<file path="src/rtl/pc_sequencer_if.sv">
// Decoder/ProgramCounter-side signal bundle for pc_sequencer.
// master = decoder/PC side, slave = the sequencer itself.
interface pc_sequencer_if #(
  parameter int unsigned ADDR_W = 11
);
  logic              start;
  logic              stall;
  logic [ADDR_W-1:0] pc;
  logic              is_jump;
  logic              is_branch;
  logic              branch_taken;
  logic              is_call;
  logic              is_ret;
  logic              is_halt;
  logic [ADDR_W-1:0] target;
  logic              pc_en;
  logic [ADDR_W-1:0] pc_in;
  logic              ir_load;
  logic              exec_en;
  logic              wb_en;
  logic [2:0]        state;
  logic              halted;
  logic              stack_err;

  modport master (
    output start, stall, pc, is_jump, is_branch, branch_taken,
           is_call, is_ret, is_halt, target,
    input  pc_en, pc_in, ir_load, exec_en, wb_en, state, halted, stack_err
  );

  modport slave (
    input  start, stall, pc, is_jump, is_branch, branch_taken,
           is_call, is_ret, is_halt, target,
    output pc_en, pc_in, ir_load, exec_en, wb_en, state, halted, stack_err
  );
endinterface

</file>
<file path="src/rtl/pc_sequencer.sv">
// FETCH/DECODE/EXECUTE/WRITEBACK controller driving the program counter.
// Optional return stack enabled by defining CALL_STACK_EN.
module pc_sequencer #(
  parameter int unsigned ADDR_W      = 11,
  parameter int unsigned RESET_VEC   = 0,
  parameter int unsigned STACK_DEPTH = 4
) (
  input  logic             clk,
  input  logic             reset,
  pc_sequencer_if.slave    bus
);

  typedef enum logic [2:0] {
    IDLE      = 3'd0,
    FETCH     = 3'd1,
    DECODE    = 3'd2,
    EXECUTE   = 3'd3,
    WRITEBACK = 3'd4,
    HALT      = 3'd5
  } state_e;

  state_e            state_q, state_d;
  logic              jump_q, jump_d;
  logic              branch_q, branch_d;
  logic              taken_q, taken_d;
  logic              halt_q, halt_d;
  logic [ADDR_W-1:0] target_q, target_d;

  logic              jump_in_s;
  logic [ADDR_W-1:0] seq_pc_s;
  logic [ADDR_W-1:0] pc_in_s;
  logic              pc_en_s, ir_load_s, exec_en_s, wb_en_s;

`ifdef CALL_STACK_EN
  localparam int unsigned SP_W  = $clog2(STACK_DEPTH + 1);
  localparam int unsigned IDX_W = (STACK_DEPTH > 1) ? $clog2(STACK_DEPTH) : 1;

  logic [ADDR_W-1:0] stack_q [STACK_DEPTH];
  logic [ADDR_W-1:0] stack_d [STACK_DEPTH];
  logic [SP_W-1:0]   sp_q, sp_d;
  logic              call_q, call_d;
  logic              ret_q, ret_d;
  logic              err_q, err_d;
  logic [SP_W-1:0]   sp_dec_s;
  logic [IDX_W-1:0]  push_idx_s, pop_idx_s;

  assign jump_in_s  = bus.is_jump;
  assign sp_dec_s   = sp_q - SP_W'(1);
  assign push_idx_s = sp_q[IDX_W-1:0];
  assign pop_idx_s  = sp_dec_s[IDX_W-1:0];
  assign bus.stack_err = err_q;
`else
  // Without the stack a call is indistinguishable from a jump.
  logic unused_ret_s;
  assign jump_in_s     = bus.is_jump | bus.is_call;
  assign unused_ret_s  = bus.is_ret;
  assign bus.stack_err = 1'b0;
`endif

  assign seq_pc_s = bus.pc + ADDR_W'(1);

  // Next-state, decode latching, strobe and next-PC selection.
  always_comb begin
    state_d   = state_q;
    jump_d    = jump_q;
    branch_d  = branch_q;
    taken_d   = taken_q;
    halt_d    = halt_q;
    target_d  = target_q;
    pc_in_s   = bus.pc;
    pc_en_s   = 1'b0;
    ir_load_s = 1'b0;
    exec_en_s = 1'b0;
    wb_en_s   = 1'b0;
`ifdef CALL_STACK_EN
    stack_d = stack_q;
    sp_d    = sp_q;
    call_d  = call_q;
    ret_d   = ret_q;
    err_d   = err_q;
`endif
    case (state_q)
      IDLE: begin
        if (bus.start) begin
          pc_en_s = 1'b1;
          pc_in_s = ADDR_W'(RESET_VEC);
          state_d = FETCH;
        end else begin
          state_d = IDLE;
        end
      end
      FETCH: begin
        if (bus.stall) begin
          state_d = FETCH;
        end else begin
          ir_load_s = 1'b1;
          state_d   = DECODE;
        end
      end
      DECODE: begin
        if (bus.stall) begin
          state_d = DECODE;
        end else begin
          jump_d   = jump_in_s;
          branch_d = bus.is_branch;
          taken_d  = bus.branch_taken;
          halt_d   = bus.is_halt;
          target_d = bus.target;
`ifdef CALL_STACK_EN
          call_d   = bus.is_call;
          ret_d    = bus.is_ret;
`endif
          state_d  = EXECUTE;
        end
      end
      EXECUTE: begin
        if (bus.stall) begin
          state_d = EXECUTE;
        end else begin
          exec_en_s = 1'b1;
          state_d   = halt_q ? HALT : WRITEBACK;
        end
      end
      WRITEBACK: begin
        if (bus.stall) begin
          state_d = WRITEBACK;
        end else begin
          wb_en_s = 1'b1;
          pc_en_s = 1'b1;
          state_d = FETCH;
          // Priority: ret > call > jump > taken branch > sequential.
`ifdef CALL_STACK_EN
          if (ret_q) begin
            if (sp_q == {SP_W{1'b0}}) begin
              err_d   = 1'b1;
              pc_in_s = seq_pc_s;
            end else begin
              pc_in_s = stack_q[pop_idx_s];
              sp_d    = sp_dec_s;
            end
          end else if (call_q) begin
            pc_in_s = target_q;
            if (sp_q == SP_W'(STACK_DEPTH)) begin
              err_d = 1'b1;
            end else begin
              stack_d[push_idx_s] = seq_pc_s;
              sp_d                = sp_q + SP_W'(1);
            end
          end else
`endif
          if (jump_q) begin
            pc_in_s = target_q;
          end else if (branch_q && taken_q) begin
            pc_in_s = target_q;
          end else begin
            pc_in_s = seq_pc_s;
          end
        end
      end
      HALT: begin
        state_d = HALT;
      end
      default: begin
        state_d = IDLE;
      end
    endcase
  end

  // State, decode latch and return-stack registers.
  always_ff @(posedge clk) begin
    if (reset) begin
      state_q  <= IDLE;
      jump_q   <= 1'b0;
      branch_q <= 1'b0;
      taken_q  <= 1'b0;
      halt_q   <= 1'b0;
      target_q <= {ADDR_W{1'b0}};
`ifdef CALL_STACK_EN
      sp_q     <= {SP_W{1'b0}};
      call_q   <= 1'b0;
      ret_q    <= 1'b0;
      err_q    <= 1'b0;
`endif
    end else begin
      state_q  <= state_d;
      jump_q   <= jump_d;
      branch_q <= branch_d;
      taken_q  <= taken_d;
      halt_q   <= halt_d;
      target_q <= target_d;
`ifdef CALL_STACK_EN
      stack_q  <= stack_d;
      sp_q     <= sp_d;
      call_q   <= call_d;
      ret_q    <= ret_d;
      err_q    <= err_d;
`endif
    end
  end

  // A start seen together with reset must not load the PC.
  assign bus.pc_en   = pc_en_s & ~reset;
  assign bus.pc_in   = pc_in_s;
  assign bus.ir_load = ir_load_s;
  assign bus.exec_en = exec_en_s;
  assign bus.wb_en   = wb_en_s;
  assign bus.state   = state_q;
  assign bus.halted  = (state_q == HALT);

endmodule

</file>
<file path="src/flat_wrapper.sv">
// flat-port wrapper written by rule: the top's interface ports become plain ports
module pc_sequencer_flat 
#(
  parameter int unsigned ADDR_W      = 11,
  parameter int unsigned RESET_VEC   = 0,
  parameter int unsigned STACK_DEPTH = 4
)
  (clk, reset, bus_start, bus_stall, bus_pc, bus_is_jump, bus_is_branch, bus_branch_taken, bus_is_call, bus_is_ret, bus_is_halt, bus_target, bus_pc_en, bus_pc_in, bus_ir_load, bus_exec_en, bus_wb_en, bus_state, bus_halted, bus_stack_err);
  pc_sequencer_if #(.ADDR_W(ADDR_W)) bus_i ();
  input  logic clk;
  input  logic reset;
  input wire logic [$bits(bus_i.start)-1:0] bus_start;
  input wire logic [$bits(bus_i.stall)-1:0] bus_stall;
  input wire logic [$bits(bus_i.pc)-1:0] bus_pc;
  input wire logic [$bits(bus_i.is_jump)-1:0] bus_is_jump;
  input wire logic [$bits(bus_i.is_branch)-1:0] bus_is_branch;
  input wire logic [$bits(bus_i.branch_taken)-1:0] bus_branch_taken;
  input wire logic [$bits(bus_i.is_call)-1:0] bus_is_call;
  input wire logic [$bits(bus_i.is_ret)-1:0] bus_is_ret;
  input wire logic [$bits(bus_i.is_halt)-1:0] bus_is_halt;
  input wire logic [$bits(bus_i.target)-1:0] bus_target;
  output wire logic [$bits(bus_i.pc_en)-1:0] bus_pc_en;
  output wire logic [$bits(bus_i.pc_in)-1:0] bus_pc_in;
  output wire logic [$bits(bus_i.ir_load)-1:0] bus_ir_load;
  output wire logic [$bits(bus_i.exec_en)-1:0] bus_exec_en;
  output wire logic [$bits(bus_i.wb_en)-1:0] bus_wb_en;
  output wire logic [$bits(bus_i.state)-1:0] bus_state;
  output wire logic [$bits(bus_i.halted)-1:0] bus_halted;
  output wire logic [$bits(bus_i.stack_err)-1:0] bus_stack_err;
  assign bus_i.start = bus_start;
  assign bus_i.stall = bus_stall;
  assign bus_i.pc = bus_pc;
  assign bus_i.is_jump = bus_is_jump;
  assign bus_i.is_branch = bus_is_branch;
  assign bus_i.branch_taken = bus_branch_taken;
  assign bus_i.is_call = bus_is_call;
  assign bus_i.is_ret = bus_is_ret;
  assign bus_i.is_halt = bus_is_halt;
  assign bus_i.target = bus_target;
  assign bus_pc_en = bus_i.pc_en;
  assign bus_pc_in = bus_i.pc_in;
  assign bus_ir_load = bus_i.ir_load;
  assign bus_exec_en = bus_i.exec_en;
  assign bus_wb_en = bus_i.wb_en;
  assign bus_state = bus_i.state;
  assign bus_halted = bus_i.halted;
  assign bus_stack_err = bus_i.stack_err;
  pc_sequencer #(.ADDR_W(ADDR_W), .RESET_VEC(RESET_VEC), .STACK_DEPTH(STACK_DEPTH)) u_core (.clk(clk), .reset(reset), .bus(bus_i));
endmodule
</file>
<file path="config.mk">
export PLATFORM = sky130hd
export DESIGN_NAME = pc_sequencer_flat
export DESIGN_NICKNAME = d
export VERILOG_FILES = /design/src/rtl/pc_sequencer_if.sv /design/src/rtl/pc_sequencer.sv /design/src/flat_wrapper.sv
export SDC_FILE = /design/constraint.sdc
export NUM_CORES = 1
export LEC_CHECK = 0
export ABC_CLOCK_PERIOD_IN_PS = 2090
export CAP_MARGIN = 20
export CORE_MARGIN = 2
export CORE_UTILIZATION = 40
export DETAILED_ROUTE_END_ITERATION = 16
export GPL_TIMING_DRIVEN = 1
export PLACE_DENSITY = 0.78
export SETUP_SLACK_MARGIN = 0.3
export SLEW_MARGIN = 20
export SYNTH_ARGS = -nofsm -noshare
export SYNTH_HDL_FRONTEND = slang
export SYNTH_SLANG_ARGS = --single-unit
</file>
<file path="constraint.sdc">
create_clock -name clk -period 2.09 [get_ports clk]
set_input_delay 0.418 -clock clk [delete_from_list [all_inputs] [get_ports clk]]
set_output_delay 0.418 -clock clk [all_outputs]
set_load 0.05 [all_outputs]
</file>
==> flow_summary.json <==
{
  "status": "complete, but fails checks",
  "violations": "setup timing",
  "h-tree-depth": 1,
  "period_needed_ns": 2.43,
  "syn_avg_cell_area_um2": 6.95,
  "synthAdderAreaFrac_pct": 1.09,
  "drive_gt1_share_pct": 44.4,
  "viasPerCell": 6.21,
  "fp.dieH_um": 57.6,
  "ant_nets": 0,
  "yosys.area_share.simple_pct": 29.9,
  "r2r_slack_ns": 0.53,
  "r2r-start": "u_core.bus.state[0]",
  "hpwlAfterDp_mm": 2.97,
  "finalNetCount": 275,
  "maxCapViolations": 0,
  "finalSetupViolCount": 12,
  "grt_pass1_wl_mm": 7.62,
  "synth_compound_area_share_pct": 28.2,
  "gp_congestion": 0.775,
  "core_area_um2": 2730,
  "yosysWarnings": 0,
  "drt-wirelength-per-cell_um": 20.5,
  "cp-startpoint": "bus_pc[5]",
  "max_stage_delay_ns": 0.54,
  "ys_ff_latch": 18,
  "combPwrFrac_pct": 48.8,
  "antenna_cells": 0,
  "fin_tns_setup_ns": -3.26,
  "ys_types": 43,
  "crit_fanout": 4,
  "cts_tree": "done",
  "synth_nets": 198,
  "internal-power_mw": 0.721,
  "powerDensity_nw_per_um2": 470,
  "die_w_um": 57.6,
  "clock_path_buffers": 2,
  "start_util_pct": 42.0,
  "synth_edf_count": 0,
  "fmax_ghz": 0.412,
  "synthArstFlopShare_pct": 0,
  "syn_to_final_growth_pct": 112,
  "clkSlewWorstSetupHoldPaths_ns": 0.10,
  "arrival_ns": 2.01,
  "synthXorXnorAreaFrac_pct": 0.763,
  "startpoint_type": "primary input",
  "setup.worst_path.end": "bus_pc_in[9]",
  "gr-total-overflow": 0,
  "setup_ws_ns": -0.335,
  "skew_ns": 0.000991,
  "cp_slowest_cell": "clkdlybuf4s50_1",
  "synth_area_um2": 1150,
  "worst_r2r_path_depth": 5,
  "seqPwrFrac_pct": 31.8,
  "synth_top_family_by_area": "simple AND/OR/NAND/NOR gates",
  "utilization_pct": 88.9,
  "drt-initial-drc-count": 139,
  "fp-row-count": 19,
  "ir_drop_v": 0.000612,
  "finalCritPeriodShare_pct": 116,
  "holdBufCountCts": 0,
  "hold_viol_final": 0,
  "r2r-end": "u_core.target_q[6]",
  "drc": 0,
  "crit_chain": "clkdlybuf4s50_1 > nand4_1 > o211a_1 > a221o_2 > buf_12",
  "drv_slew": 0,
  "vias": 1689,
  "grt_usage_pct": 30.0,
  "io_pins": 52,
  "synth_cells": 165,
  "grt_start_max_net_pins": 19,
  "p_sw_mw": 0.422,
  "crit_type": "in2out",
  "swShare_pct": 37.0,
  "p_leak_nw": 0.932,
  "portBuffers": 49,
  "synth_flop_cell": "dfxtp_1",
  "synthMuxAreaShare_pct": 0.872,
  "hold_path_class": "reg2reg",
  "cts_num_sinks": 18,
  "yosysSeqAreaShare_pct": 31.4,
  "crit_required_ns": 1.67,
  "clock_latency_ns": 0.30,
  "cts_buffers": 3,
  "clockPowerShare_pct": 19.4,
  "drt_first_pass_iters": 4,
  "end_kind": "output port",
  "grt_pass1_vias": 1645,
  "fp.dieArea_um2": 3310,
  "cts-root-buf": "clkbuf_4",
  "antenna_found_initial": 0,
  "rsz0062_at_grt": "true",
  "finalWirelength_mm": 5.58
}
## what timing repair did
action                                  CTS  global route
gates cloned                              0             1
buffers inserted                          5             1
endpoints found under the hold margin     0             0
endpoints found under the setup margin   18            18
gates resized for setup                  46            25
pin swaps                                13            11
## synthesized netlist by cell type, types with 4 or more instances
cell type | instances | area [um^2]
o21ai_0 | 8 | 40.0
a21oi_1 | 25 | 125
nor2_1 | 9 | 33.8
clkbuf_1 | 7 | 26.3
dfxtp_1 | 18 | 360
inv_1 | 6 | 22.5
nand2_1 | 34 | 128
nor3_1 | 7 | 35.0
o21bai_1 | 4 | 30.0
o22ai_1 | 4 | 25.0
nand3_1 | 4 | 20.0
## layout by cell type, fill, tap and decap left out, types with 2 or more instances in the layout
master and n:
dfxtp_1 15, o21bai_1 2, o21ai_2 3, o21ai_4 4
buf_12 16, buf_6 4, nor3_4 2, a22oi_1 2
o21bai_4 2, dfxtp_4 2, nand2_1 33, nand3_1 3
clkbuf_2 3, buf_4 31, clkbuf_4 3, o22ai_4 4
clkdlybuf4s50_1 23, a21oi_1 20, nor4_4 2, o2bb2ai_4 2
nor3_1 4, nor2_1 6, a21oi_2 5, dlygate4sd2_1 6
inv_1 4, nor2_4 2
## power groups by stage
stage	registers [mW]	clock network, mW	logic, mW
finish	0.364	0.222	0.558
global route	0.364	0.240	0.576
CTS	0.362	0.221	0.520
detailed placement	0.369	0	0.491
global placement	0.368	0	0.480
floorplan	0.383	0	0.242
## flip-flops by register name (all words and copies together) (netlist names)
name              count
u_core.target_q      11
u_core.bus.state      3
u_core.branch_q       1
u_core.halt_q         1
u_core.jump_q         1
u_core.taken_q        1
## worst max-delay path: cells and delay by family
kind                   cells  cell delay, ns
buffers and inverters      2            0.70
and+or+nand+nor            1            0.26
AOI/OAI and AO/OA          2            0.64
## cell type report
| class | count | area (um^2) |
|---|---|---|
| well taps | 31 | 38.8 |
| multi-input cells | 128 | 1040 |
| fillers | 121 | 304 |
| clock buffers | 4 | 36.3 |
| inverters | 6 | 26.3 |
| flip-flops and latches | 18 | 369 |
| repair buffers | 85 | 923 |
## per-stage QoR
step | area (um^2) | total power [mW] | worst slack, ns | hold WS (ns) | cells
final | 2430 | 1.14 | -0.335 | 0.466 | 272
after floorplan | 1330 | 0.626 | -0.152 | 0.436 | 165
after detailed placement | 2130 | 0.860 | -0.627 | 0.447 | 261
after global placement | 2130 | 0.849 | -0.556 | 0.446 | 261
after global routing | 2430 | 1.18 | -0.357 | 0.498 | 272
after CTS | 2360 | 1.10 | -0.300 | 0.462 | 270
## per-layer routing
layer  vias up  wire length (um)  track usage (%)
met4         0               397             19.9
met2       116              2690             52.1
met3        39               362             4.31
met1       799              2130             33.6
met5         -                 0                0
li1        735                 -                -
## cell families (layout without fill, tap and decap cells)
logic type | after synthesis | after routing
muxes | 1 | 1
other | 1 | 1
adders and majority gates | 1 | 1
xor gates and xnor gates | 1 | 1
and+or+nand+nor | 71 | 71
AOI/OAI and AO/OA | 53 | 53
DFF | 18 | 18
buffers and inverters | 19 | 95
## worst min path at each step
stage	startpoint	end	slack (ns)	cells past startpoint
final	u_core.target_q[9]	u_core.target_q[9]	0.47	2
after global routing	u_core.target_q[8]	u_core.target_q[8]	0.50	2
after CTS	u_core.target_q[4]	u_core.target_q[4]	0.46	2
after detailed placement	u_core.target_q[4]	u_core.target_q[4]	0.45	2
after global placement	u_core.target_q[9]	u_core.target_q[9]	0.45	2
after floorplan	u_core.target_q[5]	u_core.target_q[5]	0.44	2
Power figures use the tool's default switching activity.
